--- config.mk ---
export PLATFORM = sky130hd
export DESIGN_NAME = controle_relogio
export DESIGN_NICKNAME = d
export VERILOG_FILES = /design/src/rtl/controle_relogio.sv
export SDC_FILE = /design/constraint.sdc
export NUM_CORES = 1
export LEC_CHECK = 0
export CORE_ASPECT_RATIO = 0.9
export CORE_MARGIN = 1.5
export CORE_UTILIZATION = 26
export DETAILED_ROUTE_END_ITERATION = 6
export PLACE_DENSITY = 0.53
export SLEW_MARGIN = 0
export SYNTH_ARGS = -nofsm -noshare
export SYNTH_HDL_FRONTEND = slang
export SYNTH_SLANG_ARGS = --single-unit
--- constraint.sdc ---
create_clock -name clock -period 4.9 [get_ports clock]
set_input_delay 0.49 -clock clock [delete_from_list [all_inputs] [get_ports clock]]
set_output_delay 0.49 -clock clock [all_outputs]
set_load 0.05 [all_outputs]
--- src/rtl/controle_relogio.sv ---
// ---------------------------------------------------------------------------
// controle_relogio -- turn controller for the chess clock.
//
// Sits upstream of the two per-player time counters (branco, preto). It divides
// the system clock into a time-base tick, routes the tick to the player whose
// turn it is, and reacts to the start, move and pause buttons. The game stops
// when the active player's counter raises fim.
//
// Parameters:
//   TICK_DIV  system clocks per time-base tick (>= 2)
//   DIV_W     divider width, 2**DIV_W >= TICK_DIV
//
// Ports:
//   clock                    system clock, rising edge
//   reset                    asynchronous, active-high reset
//   iniciar, jogada, pausa   start / move-done / pause buttons (levels)
//   fim_b, fim_p             time-out flags from the branco / preto counters
//   zera_s                   clear strobe to both counters (PREPARA cycle)
//   conta_b, conta_p         one-cycle count strobes
//   decresce_b, decresce_p   one-cycle adjustment strobes
//   vez                      turn: 0 = branco, 1 = preto
//   acabou                   game over
//   perdedor                 flagged player, valid while acabou = 1
//   estado                   FSM state, for debug
//
// Build option:
//   CONTROLE_INCREMENTO_EN   when defined, each turn switch pulses decresce_*
//                            for the player who just moved; otherwise the
//                            decresce_* outputs are tied to 0.
// ---------------------------------------------------------------------------
module controle_relogio #(
    parameter int TICK_DIV = 50000,
    parameter int DIV_W    = 16
) (
    input  logic       clock,
    input  logic       reset,
    input  logic       iniciar,
    input  logic       jogada,
    input  logic       pausa,
    input  logic       fim_b,
    input  logic       fim_p,
    output logic       zera_s,
    output logic       conta_b,
    output logic       conta_p,
    output logic       decresce_b,
    output logic       decresce_p,
    output logic       vez,
    output logic       acabou,
    output logic       perdedor,
    output logic [2:0] estado
);

    typedef enum logic [2:0] {
        INICIAL    = 3'd0,
        PREPARA    = 3'd1,
        VEZ_BRANCO = 3'd2,
        VEZ_PRETO  = 3'd3,
        PAUSADO    = 3'd4,
        FIM        = 3'd5
    } estado_t;

    localparam logic [DIV_W-1:0] DIV_MAX = DIV_W'(TICK_DIV - 1);

    estado_t          estado_q;
    logic [DIV_W-1:0] div_q;
    logic [DIV_W-1:0] div_d;
    logic             div_wrap;
    logic             vez_q;
    logic             perdedor_q;
    logic             acabou_q;
    logic             zera_s_q;
    logic             conta_b_q;
    logic             conta_p_q;

    // One register stage per button plus a delayed copy for edge detection.
    logic ini_q, ini_prev_q;
    logic jog_q, jog_prev_q;
    logic pau_q, pau_prev_q;
    logic ini_ev, jog_ev, pau_ev;
    logic fim_ativo;

    assign ini_ev = ini_q & ~ini_prev_q;
    assign jog_ev = jog_q & ~jog_prev_q;
    assign pau_ev = pau_q & ~pau_prev_q;

    // Only the active player's fim matters; the other one is ignored.
    assign fim_ativo = vez_q ? fim_p : fim_b;

    assign div_wrap = (div_q == DIV_MAX);
    assign div_d    = div_wrap ? '0 : div_q + 1'b1;

`ifdef CONTROLE_INCREMENTO_EN
    logic decresce_b_q;
    logic decresce_p_q;
`endif

    always_ff @(posedge clock or posedge reset) begin
        if (reset) begin
            estado_q   <= INICIAL;
            div_q      <= '0;
            vez_q      <= 1'b0;
            perdedor_q <= 1'b0;
            acabou_q   <= 1'b0;
            zera_s_q   <= 1'b0;
            conta_b_q  <= 1'b0;
            conta_p_q  <= 1'b0;
            ini_q      <= 1'b0;
            ini_prev_q <= 1'b0;
            jog_q      <= 1'b0;
            jog_prev_q <= 1'b0;
            pau_q      <= 1'b0;
            pau_prev_q <= 1'b0;
`ifdef CONTROLE_INCREMENTO_EN
            decresce_b_q <= 1'b0;
            decresce_p_q <= 1'b0;
`endif
        end else begin
            ini_q      <= iniciar;
            ini_prev_q <= ini_q;
            jog_q      <= jogada;
            jog_prev_q <= jog_q;
            pau_q      <= pausa;
            pau_prev_q <= pau_q;

            // Strobes are single-cycle: default low, raised below.
            zera_s_q  <= 1'b0;
            conta_b_q <= 1'b0;
            conta_p_q <= 1'b0;
`ifdef CONTROLE_INCREMENTO_EN
            decresce_b_q <= 1'b0;
            decresce_p_q <= 1'b0;
`endif

            case (estado_q)
                INICIAL: begin
                    if (ini_ev) begin
                        estado_q <= PREPARA;
                        zera_s_q <= 1'b1;
                    end
                end

                PREPARA: begin
                    estado_q <= VEZ_BRANCO;
                    vez_q    <= 1'b0;
                    div_q    <= '0;
                end

                VEZ_BRANCO, VEZ_PRETO: begin
                    if (fim_ativo) begin
                        // Time-out wins over everything and suppresses the tick.
                        estado_q   <= FIM;
                        acabou_q   <= 1'b1;
                        perdedor_q <= vez_q;
                    end else begin
                        div_q <= div_d;
                        // A wrap is credited to the player active in this cycle,
                        // even when a move switches the turn at the same edge.
                        if (div_wrap) begin
                            if (vez_q) conta_p_q <= 1'b1;
                            else       conta_b_q <= 1'b1;
                        end
                        if (pau_ev) begin
                            estado_q <= PAUSADO;
                        end else if (jog_ev) begin
                            estado_q <= vez_q ? VEZ_BRANCO : VEZ_PRETO;
                            vez_q    <= ~vez_q;
`ifdef CONTROLE_INCREMENTO_EN
                            if (vez_q) decresce_p_q <= 1'b1;
                            else       decresce_b_q <= 1'b1;
`endif
                        end
                    end
                end

                PAUSADO: begin
                    // Divider holds its value; moves are ignored while paused.
                    if (pau_ev) begin
                        estado_q <= vez_q ? VEZ_PRETO : VEZ_BRANCO;
                    end
                end

                FIM: begin
                    if (ini_ev) begin
                        estado_q <= PREPARA;
                        zera_s_q <= 1'b1;
                        acabou_q <= 1'b0;
                    end
                end

                default: begin
                    estado_q <= INICIAL;
                    acabou_q <= 1'b0;
                end
            endcase
        end
    end

    assign zera_s   = zera_s_q;
    assign conta_b  = conta_b_q;
    assign conta_p  = conta_p_q;
    assign vez      = vez_q;
    assign acabou   = acabou_q;
    assign perdedor = perdedor_q;
    assign estado   = estado_q;

`ifdef CONTROLE_INCREMENTO_EN
    assign decresce_b = decresce_b_q;
    assign decresce_p = decresce_p_q;
`else
    assign decresce_b = 1'b0;
    assign decresce_p = 1'b0;
`endif

endmodule

; Word-level counts from Yosys, hierarchy flattened
; Index checks and enable logic that the tools add are counted.
; Widths: inputs -> output; s select.
[word_totals]
regBits = 31
latch_bits = 0
ramBits = 0
romBits = 0
in_bits = 7
out_inout_bits = 11
elab_cells = 76
n_memories = 0
[op_classes]
add_sub_neg = 1
n_mul = 0
div_mod_pow = 0
order_cmp = 0
n_eq_ne = 14
shift = 0
muxes = 29
bitwise_logic = 8
reduce_logical = 10
[ops]
columns = op, n
row1 = $mux 16, 2
row2 = $pmux 16 s2, 1
row3 = $mux 1, 18
row4 = $add 16x1->16 const B, 1
row5 = $eq 16x16->1 const B, 1
row6 = $mux 3, 5
row7 = $ne 2x2->1 const B, 6
row8 = $pmux 3 s4, 1
row9 = $eq 3x2->1 const B, 2
row10 = $eq 3x3->1 const B, 2
row11 = $reduce_and 3->1, 2
row12 = $not 1->1, 5
row13 = $ne 4x4->1 const B, 1
row14 = $reduce_and 2->1, 2
row15 = $reduce_and 4->1, 1
row16 = $reduce_or 2->1, 2
row17 = $and 1x1->1, 3
row18 = $eq 3x1->1 const B, 1
row19 = $logic_not 3->1, 1
row20 = $pmux 1 s3, 1
row21 = $reduce_or 3->1, 1
row22 = $ne 2x1->1 const B, 1
row23 = $pmux 1 s2, 1
row24 = $reduce_bool 2->1, 1

; Longest topological paths before layout
; Gate-level depths: netlist of run 1.
[depth]
depth_word = 6
depth_mapped = 8
mapped_depth_nobuf = 6

; Least setup slack after synthesis of run 1
; Ideal clock, no wire load.
[synth_path]
path_type = reg-to-reg
start = reg vez_q (netlist: vez)
end = reg div_q[8]
setup_time_ns = 0.118
t_arrival_ns = 1.900
t_required_ns = 4.782
slack_ns = 2.882
stages_incl_launch_ff = 8
n_path_buf = 2
synth_period_minus_slack_ns = 2.018
cell_sequence = dfrtp_1 -> buf_2 -> mux2i_1 -> nand2_2 -> a21o_1 -> buf_2 -> a21o_1 -> a21o_1
[synth_between]
elab_chain_cells = 3
[synth_rtl]
columns = element, line_no
row1 = "start, declared", 68  ; logic vez_q;
row2 = "start signal, assigned", 166  ; vez_q <= ~vez_q;
row3 = $mux 1, 87  ; assign fim_ativo = vez_q ? fim_p : fim_b;
row4 = $ne 2x2->1 (no source line), -
row5 = $reduce_and 2->1 (no source line), -
row6 = "end signal, assigned", 155  ; div_q <= div_d;
row7 = "end, declared", 65  ; logic [DIV_W-1:0] div_q;
; Every way passes these cells.
; A chain may end at the register's enable or synchronous reset.

; Final worst setup path of run 1
[layout_path]
start = reg estado_q[2] (netlist: estado[2])
end = out estado[2]
[layout_lines]
columns = element, line_no
row1 = "start, declared", 64  ; estado_t estado_q;
row2 = "start signal, assigned", 165  ; estado_q <= vez_q ? VEZ_BRANCO : VEZ_PRETO;
row3 = "start signal, assigned", 178  ; estado_q <= vez_q ? VEZ_PRETO : VEZ_BRANCO;
row4 = "end, declared", 50  ; output logic [2:0] estado
; No word-level cell between the ends.

==> results.json, run 1 <==
{
  "endpoint_kind": "output port",
  "grt_pass1_wl_um": 6150,
  "viasPerCell": 5.11,
  "comb_power_share_pct": 38.6,
  "ioPinCount": 18,
  "fin_crit_ns": 2.23,
  "die_h_um": 77.6,
  "drt_iter0_drc": 102,
  "fin_cells": 248,
  "synthTopCellsByCount": "dfrtp_1, nand2_1, o21ai_1",
  "r2r_cells": 6,
  "dieArea_um2": 6660,
  "crit_family": "buffers and inverters",
  "grt_max_degree": 32,
  "tightest_slew_ns": 0.690,
  "grt-ovfl-total": 0,
  "num_vias": 1267,
  "hp-start": "ini_q$_DFF_PP0_",
  "worst_r2r_startpoint": "div_q[0]$_DFFE_PP0P_",
  "start_util_pct": 27.6,
  "hpwl_um": 2370,
  "yosysTopAreaCellShare_pct": 48.3,
  "grtUsageTotal_pct": 12.0,
  "cts_root_buffer": "clkbuf_8",
  "synth_top_cell_by_area": "dfrtp_1",
  "setup_viol": 0,
  "yosys-top-cells-area": "dfrtp_1, o21ai_1, nand2_1",
  "crit_arrival_ns": 1.74,
  "ant_nets": 0,
  "whs_path_depth": 0,
  "clk_pin_slew_ns": 0.07,
  "worstSetupPathType": "flip-flop to output port",
  "cp_cell_sequence": "clkdlybuf4s50_1",
  "place_ws_ns": 2.61,
  "clock-skew-final_ns": 0.00311,
  "worstPathRequired_ns": 4.41,
  "finalWirelength_um": 3500,
  "power.switching_uw": 394,
  "worst-path-buf-inv": 1,
  "place_congestion": 0.828,
  "ys.flop_type": "dfrtp_1",
  "cp-start-kind": "flip-flop",
  "h-tree-depth": 2,
  "rsz0062_at_grt": "no",
  "worstHoldPathType": "flip-flop to flip-flop",
  "place_inst": 240,
  "worst-path-max-fanout": 12,
  "reg2reg_slack_ns": 2.78,
  "area_delta_synth_final_pct": 18.4,
  "max_stage_delay_ns": 0.88,
  "setup-tns-final_ns": 0,
  "cts_hold_buf": 0,
  "wl_per_cell_um": 14.1,
  "r2r_end": "div_q[8]$_DFFE_PP0P_",
  "io_buffer_count": 15,
  "powerDensity_nw_per_um2": 514,
  "rows": 26,
  "max-vdd-ir-drop_uv": 143,
  "synth_enable_flop_cells": 0,
  "diodes": 0,
  "route.detailed.drc": 0,
  "p_int_uw": 583,
  "synth_area_per_cell_um2": 9.86,
  "grt_pass1_vias": 1232,
  "power.leakage_uw": 0.000783,
  "postSynth.asyncResetShare_pct": 100,
  "syn_area_um2": 1610,
  "chipWidth_um": 85.9,
  "insertion_delay_ns": 0.28,
  "final.period_utilization_pct": 45.5,
  "dr.pass1.iters": 4,
  "grt_antenna_before_repair": 0,
  "cts_tree": "done",
  "syn_inst": 163,
  "slew_violations": 0,
  "post_cts_resize_count": 0,
  "ys_ff_latch": 31,
  "crit_cells": 1,
  "hold_viol_final": 0,
  "cts_buffers": 5,
  "postCtsSetupBuffers": 0,
  "status": "complete, no violations",
  "min_to": "ini_prev_q$_DFF_PP0_",
  "switching_share_pct": 40.4,
  "fin_nets": 185,
  "critical_path.slowest_cell": "clkdlybuf4s50_1",
  "yosys_warnings": 0,
  "seqPwrFrac_pct": 34.5,
  "ys_seq_area_share_pct": 48.3,
  "drv_cap": 0,
  "cts_sinks": 31,
  "synth_cell_types": 45,
  "drive_gt1_share_pct": 8.99,
  "setup_ws_ns": 2.67,
  "core_um2": 5820,
  "relSlewSlack_pct": 54.0,
  "clk_path_buf_depth": 2,
  "power_frac_clock_pct": 26.9,
  "fmax_ghz": 0.449,
  "fin_hold_ws_ns": 0.371,
  "synth.most_common_cell": "dfrtp_1",
  "p_total_uw": 977
}
how the worst max path moves through the flow:
stage | start | to
after floorplan | vez$_DFFE_PP0P_ | div_q[8]$_DFFE_PP0P_
after global placement | fim_p | div_q[14]$_DFFE_PP0P_
after detailed placement | fim_p | div_q[7]$_DFFE_PP0P_
after CTS | estado[2]$_DFFE_PP0P_ | estado[2]
after global routing | estado[2]$_DFFE_PP0P_ | estado[2]
final | estado[2]$_DFFE_PP0P_ | estado[2]
power by group through the flow:
stage,Sequential [uW],Clock [uW],Combinational [uW]
2_1_floorplan,391,0,234
3_3_place_gp,342,0,379
3_5_place_dp,342,0,378
4_1_cts,337,270,380
5_1_grt,346,282,416
6_report,337,263,378
state kept, by name (all words and copies together) (netlist names):
| register | flops |
|---|---|
| div_q | 16 |
| estado | 3 |
| acabou | 1 |
| conta_b | 1 |
| conta_p | 1 |
| ini_prev_q | 1 |
| ini_q | 1 |
| jog_prev_q | 1 |
| jog_q | 1 |
| pau_prev_q | 1 |
| pau_q | 1 |
| perdedor | 1 |
| vez | 1 |
| zera_s | 1 |
metal layers:
metal,vias up,share of wire (%),global-route usage (%)
met5,-,0,0
met4,0,2.1,5.81
met3,7,2.9,3.51
met2,24,41,15.7
met1,608,54,17.7
li1,628,-,-
area by class of cell:
class,count,area (um2)
clock buffer,6,82.6
inverter,2,7.51
fill,585,3920
timing repair buffer,16,158
clock inverter,2,35.0
sequential,31,776
tap,70,87.6
multi-input combinational,121,756
cell families after synthesis:
family / synth area share, %
simple gates: 23.6
compound gates: 17.8
flops: 48.3
buf+inv: 4.91
mux: 3.89
fa+ha+maj: 0.779
other cells: 0.233
xor+xnor: 0.545
per-stage QoR:
step           utilization [%]  instance area (um2)
5_1_grt                   32.7                 1900
3_3_place_gp              30.6                 1780
6_report                  32.7                 1900
4_1_cts                   32.7                 1900
3_5_place_dp              30.6                 1780
2_1_floorplan                -                 1610
cell usage in the layout, fill, tap and decap left out, types with 3 or more instances in the layout:
| cell | synthesis | layout |
|---|---|---|
| nand2_1 | 15 | 15 |
| a21oi_1 | 5 | 5 |
| clkbuf_8 | 0 | 6 |
| dfrtp_1 | 31 | 31 |
| nand2b_1 | 3 | 3 |
| nor4_1 | 4 | 4 |
| clkdlybuf4s50_1 | 0 | 15 |
| a21o_1 | 4 | 4 |
| o31ai_1 | 3 | 3 |
| nor3_1 | 4 | 4 |
| nand4_1 | 5 | 5 |
| nor2_1 | 10 | 10 |
| mux2i_1 | 4 | 4 |
| o21ai_1 | 12 | 12 |
| a31oi_1 | 6 | 6 |
| nor2b_1 | 3 | 3 |
| o21ai_0 | 5 | 5 |
| nand3_1 | 7 | 7 |
(Power assumes the default switching activity.)
==> inputs of run 2 (changes only) <==
- clock period: 4.9 -> 2.2 ns (I/O delays scaled with it)
==> run 2 against run 1 <==
Against the previous run:
- combinational power increased by 140%
- die area unchanged
- clock skew increased by 0.0012 ns
- final cell count increased by 2.8%
- sequential power increased by 120%
- critical endpoint unchanged
==> results.json, run 2 (synthesis gave the netlist of run 1 again) <==
{
  "status": "complete, no violations",
  "fmax_ghz": 0.510,
  "insertion_delay_ns": 0.28,
  "start_util_pct": 27.6,
  "powerDensity_nw_per_um2": 1070,
  "drive_gt1_share_pct": 12.4,
  "grt_pass1_wl_um": 5990,
  "fin_crit_ns": 1.96,
  "worst-path-buf-inv": 1,
  "clk_pin_slew_ns": 0.07,
  "hpwl_um": 2460,
  "final_common_cell": "dfrtp_1",
  "finalWirelength_um": 3480,
  "chipWidth_um": 85.9,
  "crit_arrival_ns": 1.74,
  "cts_sinks": 31,
  "cts_root_buffer": "clkbuf_8",
  "cp-start-kind": "flip-flop",
  "final.period_utilization_pct": 89.1,
  "io_buffer_count": 15,
  "endpoint_kind": "output port",
  "cts_tree": "done",
  "slew_violations": 0,
  "cp_cell_sequence": "clkdlybuf4s50_1",
  "tightest_slew_ns": 0.507,
  "relSlewSlack_pct": 66.1,
  "h-tree-depth": 2,
  "setup-tns-final_ns": 0,
  "grt.busiest_layer": "met1",
  "hold_viol_final": 0,
  "viasPerCell": 5.09,
  "post_cts_resize_count": 0,
  "worstHoldPathType": "input port to async pin",
  "grtUsageMet2_pct": 15.7,
  "max_stage_delay_ns": 0.88,
  "grt_max_degree": 32,
  "ioPinCount": 18,
  "route.detailed.drc": 0,
  "power.leakage_uw": 0.000806,
  "grt_antenna_before_repair": 0,
  "dieArea_um2": 6660,
  "design_area_um2": 1920,
  "place_ws_ns": 0.283,
  "setup_viol": 0,
  "cts_hold_buf": 0,
  "r2r_cells": 7,
  "place_congestion": 0.778,
  "clk_path_buf_depth": 2,
  "worstPathRequired_ns": 1.98,
  "grt-ovfl-total": 0,
  "rows": 26,
  "wl_per_cell_um": 13.6,
  "worstSetupPathType": "flip-flop to output port",
  "grt_pass1_vias": 1211,
  "num_vias": 1297,
  "ant_nets": 0,
  "largest_register_ff_count": 16,
  "core_um2": 5820,
  "grtUsageTotal_pct": 11.7,
  "gr-usage-met3_pct": 3.30,
  "die_h_um": 77.6,
  "fin_nets": 192,
  "place_area_um2": 1840,
  "drt_iter0_drc": 149,
  "worst-path-max-fanout": 12,
  "area_delta_synth_final_pct": 19.5,
  "cts_buffers": 5,
  "critical_path.slowest_cell": "clkdlybuf4s50_1",
  "diodes": 0,
  "clock-skew-final_ns": 0.00433,
  "dr.pass1.iters": 4,
  "fill_cells": 587,
  "setup_ws_ns": 0.240,
  "drv_cap": 0,
  "max-vdd-ir-drop_uv": 279,
  "crit_cells": 1,
  "postCtsSetupBuffers": 0,
  "crit_family": "buffers and inverters",
  "grt_use_met1_pct": 16.6,
  "rsz0062_at_grt": "no",
  "final_cell_mix": "dfrtp_1, nand2_1, clkdlybuf4s50_1",
  "largest_register": "div_q"
}
## run 2: changes by cell type in the layout (fill, tap and decap cells not counted), sizes merged
cell,before,now
buf,1,8
clkbuf,6,5
bufinv,1,0
clkinv,1,3
## run 2: layer usage
metal | vias up | share of wire, % | wire [um]
met5 | - | 0 | 0
met4 | 0 | 1.8 | 62
met3 | 4 | 3.7 | 128
met2 | 30 | 42 | 1450
met1 | 613 | 53 | 1830
li1 | 650 | - | -
## run 2: final timing paths
| kind | start | end | slack [ns] |
|---|---|---|---|
| max reg2reg | div_q[0]$_DFFE_PP0P_ | div_q[8]$_DFFE_PP0P_ | 0.28 |
| min reg2reg | ini_q$_DFF_PP0_ | ini_prev_q$_DFF_PP0_ | 0.37 |
| max | estado[2]$_DFFE_PP0P_ | estado[2] | 0.24 |
| min in group clock | pausa | pau_q$_DFF_PP0_ | 0.37 |
| min | reset | ini_q$_DFF_PP0_ | 0.32 |
| max in group asynchronous | reset | div_q[11]$_DFFE_PP0P_ | 1.58 |
## run 2: stage by stage
step	total power [uW]	std cells	util, %	hold slack (ns)
floorplan	1390	164	-	0.251
global placement	1640	247	31.5	0.355
detailed placement	1640	247	31.5	0.359
CTS	2080	255	33.0	0.337
global route	2190	255	33.0	0.366
finish	2060	255	33.0	0.321
## run 2: power breakdown
group | leakage (uW) | switching, uW | total, uW | internal [uW]
clock | 0.0000477 | 210 | 426 | 216
combinational | 0.000350 | 560 | 893 | 333
sequential | 0.000408 | 102 | 739 | 637
## run 2: final cells by class
cell class | count | area (um2) | area share (%)
inverters | 2 | 7.51 | 0.391
flip-flops and latches | 31 | 776 | 40.4
repair buffers | 23 | 210 | 10.9
clock buffers | 5 | 68.8 | 3.58
clock inverters | 3 | 15.0 | 0.782
multi-input cells | 121 | 756 | 39.3
well taps | 70 | 87.6 | 4.56
